**src/rtl/act_skew_feeder_pkg.sv**
```systemverilog
// Shared configuration for the activation skew feeder.
//   CFG_ROWS        : systolic array rows = number of skew lanes
//   CFG_A_BITWIDTH  : activation element width
//   feed_state_e    : feeder sequencing states
package act_skew_feeder_pkg;

  localparam int CFG_ROWS       = 4;
  localparam int CFG_A_BITWIDTH = 8;

  typedef enum logic [1:0] {
    FEED_IDLE,
    FEED_STREAM,
    FEED_DRAIN
  } feed_state_e;

endpackage

```
**src/rtl/act_skew_feeder_skew_delay_line.sv**
```systemverilog
// Valid+data shift register of fixed depth with synchronous clear.
// Ports:
//   clk, rst         : clock, synchronous active-high reset
//   clr              : synchronous clear of every stage (en and data)
//   in_en, in_data   : value entering stage 0 every cycle
//   out_en, out_data : value leaving the last stage (DEPTH cycles later)
module skew_delay_line #(
  parameter int DEPTH = 1,
  parameter int WIDTH = 8
) (
  input  logic             clk,
  input  logic             rst,
  input  logic             clr,
  input  logic             in_en,
  input  logic [WIDTH-1:0] in_data,
  output logic             out_en,
  output logic [WIDTH-1:0] out_data
);

  logic [DEPTH-1:0]            en_q;
  logic [DEPTH-1:0]            en_d;
  logic [DEPTH-1:0][WIDTH-1:0] data_q;
  logic [DEPTH-1:0][WIDTH-1:0] data_d;

  always_comb begin
    en_d      = en_q;
    data_d    = data_q;
    en_d[0]   = in_en;
    data_d[0] = in_data;
    for (int i = 1; i < DEPTH; i++) begin
      en_d[i]   = en_q[i-1];
      data_d[i] = data_q[i-1];
    end
  end

  always_ff @(posedge clk) begin
    if (rst || clr) begin
      en_q   <= '0;
      data_q <= '0;
    end else begin
      en_q   <= en_d;
      data_q <= data_d;
    end
  end

  assign out_en   = en_q[DEPTH-1];
  assign out_data = data_q[DEPTH-1];

endmodule

```
**src/rtl/act_skew_feeder.sv**
```systemverilog
// Activation skew feeder: accepts one activation vector per handshake and
// delays row i by i extra cycles so the array sees a diagonal wavefront.
// Counts vectors of a tile, drains the skew lanes and pulses done.
// Ports:
//   clk, rst           : clock, synchronous active-high reset
//   start, tile_len    : begin a tile of tile_len vectors (IDLE only)
//   abort              : cancel tile, flush lanes, no done
//   in_valid, in_data  : activation vector from the buffer
//   in_ready           : vector accepted this cycle when in_valid is high
//   if_en, if_data     : skewed outputs to the array west edge
//   busy               : high while streaming or draining
//   done               : one-cycle pulse after the last vector leaves the last lane
//
// state       | meaning
// FEED_IDLE   | waiting for start
// FEED_STREAM | accepting vectors until tile_len have been taken
// FEED_DRAIN  | no more accepts, waiting for the last vector to leave lane ROWS-1
module act_skew_feeder
  import act_skew_feeder_pkg::*;
#(
  parameter int SMALL_SYS_ROWS = CFG_ROWS,
  parameter int A_BITWIDTH     = CFG_A_BITWIDTH,
  parameter int LEN_W          = 16
) (
  input  logic                                       clk,
  input  logic                                       rst,
  input  logic                                       start,
  input  logic [LEN_W-1:0]                           tile_len,
  input  logic                                       abort,
  input  logic                                       in_valid,
  input  logic [SMALL_SYS_ROWS-1:0][A_BITWIDTH-1:0]  in_data,
  output logic                                       in_ready,
  output logic [SMALL_SYS_ROWS-1:0]                  if_en,
  output logic [SMALL_SYS_ROWS-1:0][A_BITWIDTH-1:0]  if_data,
  output logic                                       busy,
  output logic                                       done
);

  localparam int DRAIN_W = $clog2(SMALL_SYS_ROWS + 1);

  feed_state_e        state_q, state_d;
  logic [LEN_W-1:0]   count_q, count_d;
  logic [LEN_W-1:0]   tile_len_q, tile_len_d;
  logic [DRAIN_W-1:0] drain_q, drain_d;
  logic               done_q, done_d;
  logic               accept;

  // abort wins over a vector offered in the same cycle
  assign in_ready = !rst && !abort && (state_q == FEED_STREAM) && (count_q < tile_len_q);
  assign accept   = in_valid && in_ready;
  assign busy     = (state_q != FEED_IDLE);
  assign done     = done_q;

  always_comb begin
    state_d    = state_q;
    count_d    = count_q;
    tile_len_d = tile_len_q;
    drain_d    = drain_q;
    done_d     = 1'b0;
    if (abort) begin
      state_d = FEED_IDLE;
      count_d = '0;
      drain_d = '0;
    end else begin
      case (state_q)
        FEED_IDLE: begin
          if (start) begin
            if (tile_len != '0) begin
              state_d    = FEED_STREAM;
              tile_len_d = tile_len;
              count_d    = '0;
            end else begin
              done_d = 1'b1;
            end
          end
        end
        FEED_STREAM: begin
          if (accept) begin
            count_d = count_q + LEN_W'(1);
            if (count_q == tile_len_q - LEN_W'(1)) begin
              state_d = FEED_DRAIN;
              // last vector needs ROWS cycles to clear lane ROWS-1
              drain_d = DRAIN_W'(SMALL_SYS_ROWS);
            end
          end
        end
        FEED_DRAIN: begin
          if (drain_q == DRAIN_W'(1)) begin
            state_d = FEED_IDLE;
            drain_d = '0;
            done_d  = 1'b1;
          end else begin
            drain_d = drain_q - DRAIN_W'(1);
          end
        end
        default: state_d = FEED_IDLE;
      endcase
    end
  end

  always_ff @(posedge clk) begin
    if (rst) begin
      state_q    <= FEED_IDLE;
      count_q    <= '0;
      tile_len_q <= '0;
      drain_q    <= '0;
      done_q     <= 1'b0;
    end else begin
      state_q    <= state_d;
      count_q    <= count_d;
      tile_len_q <= tile_len_d;
      drain_q    <= drain_d;
      done_q     <= done_d;
    end
  end

  for (genvar g = 0; g < SMALL_SYS_ROWS; g++) begin : g_lane
    skew_delay_line #(
      .DEPTH(g + 1),
      .WIDTH(A_BITWIDTH)
    ) u_lane (
      .clk     (clk),
      .rst     (rst),
      .clr     (abort),
      .in_en   (accept),
      .in_data (accept ? in_data[g] : '0),
      .out_en  (if_en[g]),
      .out_data(if_data[g])
    );
  end

endmodule

```
**config.mk**
```make
export PLATFORM = sky130hd
export DESIGN_NAME = act_skew_feeder
export DESIGN_NICKNAME = d
export VERILOG_FILES = /design/src/rtl/act_skew_feeder_pkg.sv /design/src/rtl/act_skew_feeder_skew_delay_line.sv /design/src/rtl/act_skew_feeder.sv
export SDC_FILE = /design/constraint.sdc
export NUM_CORES = 1
export LEC_CHECK = 0
export CAP_MARGIN = 20
export CORE_MARGIN = 2
export CORE_UTILIZATION = 52
export DETAILED_ROUTE_END_ITERATION = 8
export PLACE_DENSITY = 0.79
export SYNTH_ARGS = -nofsm -noshare
export SYNTH_HDL_FRONTEND = slang
export SYNTH_SLANG_ARGS = --single-unit
```
**constraint.sdc**
```tcl
create_clock -name clk -period 3.7 [get_ports clk]
set_clock_uncertainty 0.2 [all_clocks]
set_input_delay 0.74 -clock clk [delete_from_list [all_inputs] [get_ports clk]]
set_output_delay 0.74 -clock clk [all_outputs]
set_load 0.02 [all_outputs]
```
==> After elaboration in Yosys (flattened, before gate mapping) <==
Cells that the tools add are included.
{ "op_classes": {"order_cmp": 1, "muxes": 18, "add_sub_neg": 3, "shift": 0, "n_bitwise": 2, "mul": 0, "n_div": 0, "n_reduce_logical": 18, "eq_ne": 9} }
{ "ops": {"columns": ["cell", "n"], "rows": [
  ["$mux 16", 3],
  ["$pmux 16 s2", 1],
  ["$add 16x1->16 const B", 1],
  ["$eq 16x16->1", 1],
  ["$lt 16x16->1", 1],
  ["$reduce_bool 16->1", 1],
  ["$sub 16x1->16 const B", 1],
  ["$mux 2", 5],
  ["$mux 3", 3],
  ["$ne 2x2->1 const B", 4],
  ["$reduce_and 4->1", 2],
  ["$pmux 2 s3", 1],
  ["$pmux 3 s2", 1],
  ["$reduce_bool 2->1", 3],
  ["$reduce_and 5->1", 1],
  ["$logic_and 1x1->1", 4],
  ["$reduce_or 2->1", 2],
  ["$eq 3x1->1 const B", 1],
  ["$mux 1", 3],
  ["$reduce_and 3->1", 1],
  ["$sub 3x1->3 const B", 1],
  ["$eq 2x1->1 const B", 1],
  ["$eq 2x2->1 const B", 1],
  ["$logic_not 1->1", 2],
  ["other kinds (5)", 6]
]} }
{ "word_totals": {"latchBits": 0, "mem_bits_rw": 0, "n_memories": 0, "mem_bits_ro": 0, "regBits": 128} }

==> Longest topological paths before layout <==
{ "logic_depth": {"word_depth": 7, "mapped_depth": 11} }

==> By module <==
A second synthesis with hierarchy kept.
{ "hier_totals": {"cells_unflattened": 581, "hier_area_um2": 5938.2} }
{ "by_module_without_submodules": {"columns": ["mod", "instances", "area_each_um2", "cells_per_inst"], "rows": [
  ["act_skew_feeder", 1, 2885.3, 381],
  ["skew_delay_line (g_lane[3].u_lane)", 1, 1231.2, 80],
  ["skew_delay_line (g_lane[2].u_lane)", 1, 907.1, 60],
  ["skew_delay_line (g_lane[1].u_lane)", 1, 599.3, 40],
  ["skew_delay_line (g_lane[0].u_lane)", 1, 315.3, 20]
]} }

==> Worst setup path before layout <==
No wires, ideal clock.
{ "synth_timing": {"path_type": "input -> register", "start": "input port rst", "end": "register count_q[15]", "setup_time_ns": 0.121, "arrival_time_ns": 2.588, "path_stages": 8, "slack_ns": 0.791, "path_buffers": 1, "required_ns": 3.379, "cell_sequence": "buf_2 or2_4 a2111oi_4 o221ai_2 nor3b_4 nor2_2 nor3b_1 mux2_2"} }
{ "synth_via": {"elab_chain_cells": 7} }
{ "synth_lines": {"columns": ["element", "line_no", "text"], "rows": [
  ["start: declaration", "act_skew_feeder.sv:26", "input logic rst,"],
  ["$logic_not 1->1", "act_skew_feeder.sv:49", "assign in_ready = !rst && !abort && (state_q == FEED_STREAM) && (count_q < tile_len_q);"],
  ["$logic_and 1x1->1 (3 in series)", "act_skew_feeder.sv:49", null],
  ["$logic_and 1x1->1", "act_skew_feeder.sv:50", "assign accept = in_valid && in_ready;"],
  ["$ne 2x2->1 (no line)", null, null],
  ["$reduce_and 4->1 (no line)", null, null],
  ["end signal: assignment", "act_skew_feeder.sv:110", "count_q <= count_d;"],
  ["end: declaration", "act_skew_feeder.sv:42", "logic [LEN_W-1:0] count_q, count_d;"]
]} }
Several ways; a longest one is shown, not always the timed one.
A chain may end at the register's enable or synchronous reset.

==> Worst setup path after layout <==
{ "layout_timing": {"start": "register tile_len_q[15]", "end": "output port in_ready"} }
{ "layout_via": {"elab_chain_cells": 2} }
{ "layout_lines": {"columns": ["element", "line_no", "text"], "rows": [
  ["start: declaration", "act_skew_feeder.sv:43", "logic [LEN_W-1:0] tile_len_q, tile_len_d;"],
  ["start signal: assignment", "act_skew_feeder.sv:111", "tile_len_q <= tile_len_d;"],
  ["$lt 16x16->1", "act_skew_feeder.sv:49", null],
  ["$logic_and 1x1->1", "act_skew_feeder.sv:49", null],
  ["end: declaration", "act_skew_feeder.sv:32", "output logic in_ready,"]
]} }
Every way passes these cells.

==> impl_results.md <==
* Fin crit period at 3.541 ns
* Switch share at 0.2619
* Clock Tree Buf Depth at 2
* Die W at 101.8 um
* CP Class: reg -> out
* PortBufs at 91
* Antenna-violating nets left at 0
* CP Max Fanout at 3
* Main flop type after synthesis: dfxtp_1
* Sequential fraction of the synthesis area at 0.4907
* Crit path launch type: register
* Top-Level Pins at 92
* Synth warn at 0
* Rows at 35
* Final hold vios at 0
* Pin count of the biggest net entering global routing at 53
* Initial antenna violation count at 0
* Hold_ws at 0.2222 ns
* Max Cap Viol at 0
* Nets@finish at 676
* Num CTS Buffers at 17
* DRC viols at 0
* Die area at 10370 sq um
* Flops & latches, synth at 122
* WP data required at 2.76 ns
* Top cell type's share of synthesized area at 0.4907
* Crit path capture type: primary output
* Drt via density at 5.240
* Status: finished clean
* Cell Area, Synth at 4977 sq um
* Part of the power in combinational logic at 0.079
* Post-synth top cells: dfxtp_1 (122), and2_1 (84), nor2_1 (35)
* Vias in the first global route at 3619
* Reg power frac at 0.428
* Synth area leaders: dfxtp_1 (49%), and2_1 (11%), ha_1 (5.0%)
* Total track usage at 0.2173
* Switch Pwr at 821.3 uW
* CP arrival at 2.60 ns
* Worst Hold Class: reg -> reg
* Layout cells sized above 1 at 0.1071
* GP Congestion at 0.9366
* Async SR Flop Fraction at 0
* Fin crit share at 0.9571
* Leak pwr at 0.002577 uW
* CTS tree: yes
* RSZ-0062 raised after global routing: false
* Worst-Margin Slew at 0.9347 ns
* Detailed-route via count at 3904
* First-pass GRT wire length at 17630 um
* Syn_area_per_cell at 9.817 sq um
* Post-synth cell types at 60
* Diode count at 0
* Most common cell in the netlist: dfxtp_1
* Clock-pin transition on the worst setup and hold timing paths at 0.07 ns
* Clock Sinks at 122
* Yosys top cell by area: dfxtp_1
* Cell Pwr Density at 475.3 nW/um^2
* GRT Residual Overflow at 0
* Cts repair resizes at 2
* Max VDD drop at 0.3298 mV
* DIE HEIGHT at 101.8 um
* DRT iter0 DRCs at 181
* CTS root buffer: clkbuf_8
* Int Pwr at 2314 uW
* Max Freq at 0.2824 GHz
* Relative slew slack at 0.3703
* Final WL at 11070 um
* Worst-Skew Late Latency at 0.51 ns
* Syn Inst Count at 507
* Clock network fraction of total power at 0.493
* DR WL/cell at 14.86 um
* Max-slew violation count at 0
* Postcts setup bufs at 0
* Setup TNS at 0 ns
* Layout area overhead at 32.55%
* 1st-pass router iterations at 5
* Setup violations, final at 0
* EDFF count, synth at 0
* Placed wire-length estimate at 7640 um
* # hold bufs at CTS at 0
* CTS HTree Levels at 4
* Net Count, Synth at 580
* Core area at 9284 sq um
* Fillers at 690
* Starting Density at 0.5361
per-layer routing:
metal	GRT usage	up-vias	part of all wire	wire, um
met4	0.07795	0	0.019	208
met5	0	-	0	0
met2	0.3598	135	0.49	5375
li1	-	1927	-	-
met1	0.2799	1822	0.44	4890
met3	0.04925	20	0.054	596
kinds of logic after synthesis:
logic type / synth area share
simple gates: 0.2504
flops: 0.4907
compound gates: 0.09502
buf+inv: 0.04223
xor+xnor: 0.03695
fa+ha+maj: 0.05028
mux: 0.03444
worst max-delay path, cell delays in order (launching register included):
cell	delay (ns)
dfxtp_1	0.37
inv_1	0.06
ha_1	0.34
nand3_1	0.15
or3b_2	0.53
a211oi_2	0.25
buf_4	0.16
nor2_1	0.05
clkbuf_2	0.16
path summary, 6_finish.rpt:
path                                                             start                                      end  slack, ns  cells past startpoint
worst min register to register  g_lane[3].u_lane.data_d[25]$_SDFF_PP0_  g_lane[3].u_lane.out_data[1]$_SDFF_PP0_       0.22                      1
worst max register to register                 count_q[9]$_SDFFE_PP0P_                 count_q[15]$_SDFFE_PP0P_       0.68                      8
worst max-delay path                       tile_len_q[15]$_SDFFE_PP0P_                                 in_ready       0.16                      8
worst min-delay path            g_lane[3].u_lane.data_d[25]$_SDFF_PP0_  g_lane[3].u_lane.out_data[1]$_SDFF_PP0_       0.22                      1
state kept, by name, summed over array words and instances, names as in the netlist:
name,cells
g_lane.u_lane.data_d,48
tile_len_q,16
state_q,2
g_lane.u_lane.out_data,32
g_lane.u_lane.en_q,4
drain_q,3
done,1
count_q,16
cell type report:
class | count | area (sq um) | share of cell area
clock inverters | 15 | 150.1 | 0.02276
clock buffers | 17 | 414.1 | 0.06277
repair buffers | 106 | 1018 | 0.1544
inverters | 20 | 75.07 | 0.01138
multi-input cells | 336 | 2332 | 0.3535
flip-flops and latches | 122 | 2446 | 0.3708
well taps | 129 | 161.4 | 0.02446
power by group through the flow:
stage / registers (uW) / clock network (uW) / logic (uW)
CTS: 1340 / 1570 / 244
detailed placement: 1370 / 0 / 240
floorplan: 1360 / 0 / 136
finish: 1340 / 1550 / 248
global placement: 1370 / 0 / 232
global route: 1340 / 1630 / 265
through the flow:
stage / cell area (sq um) / instances / power [uW] / util / setup slack, ns
after floorplan: 4977 / 507 / 1501 / - / 0.7914
after global placement: 6030 / 713 / 1602 / 0.6495 / 0.08906
after detailed placement: 6030 / 713 / 1610 / 0.6495 / 0.06159
after CTS: 6598 / 745 / 3152 / 0.7106 / 0.003421
after global routing: 6598 / 745 / 3241 / 0.7106 / 0.08858
final: 6598 / 745 / 3136 / 0.7106 / 0.1587
cells in the final DEF (no fill, tap or decap), types with 5 or more instances in the layout:
cell and count:
mux2i_1 16, xor2_1 8, nor3_1 10, nor4_1 9, o21ai_0 15, a21oi_1 20, inv_1 20, nand3_1 9
buf_4 15, dfxtp_1 119, xnor2_1 13, ha_1 20, and2_1 84, nand3b_1 5, and3_1 6, nor2b_1 5
clkbuf_16 16, clkdlybuf4s50_1 90, nand2_1 13, nor2_1 34, inv_8 6
No activity file was read; power rests on OpenSTA's default activity.
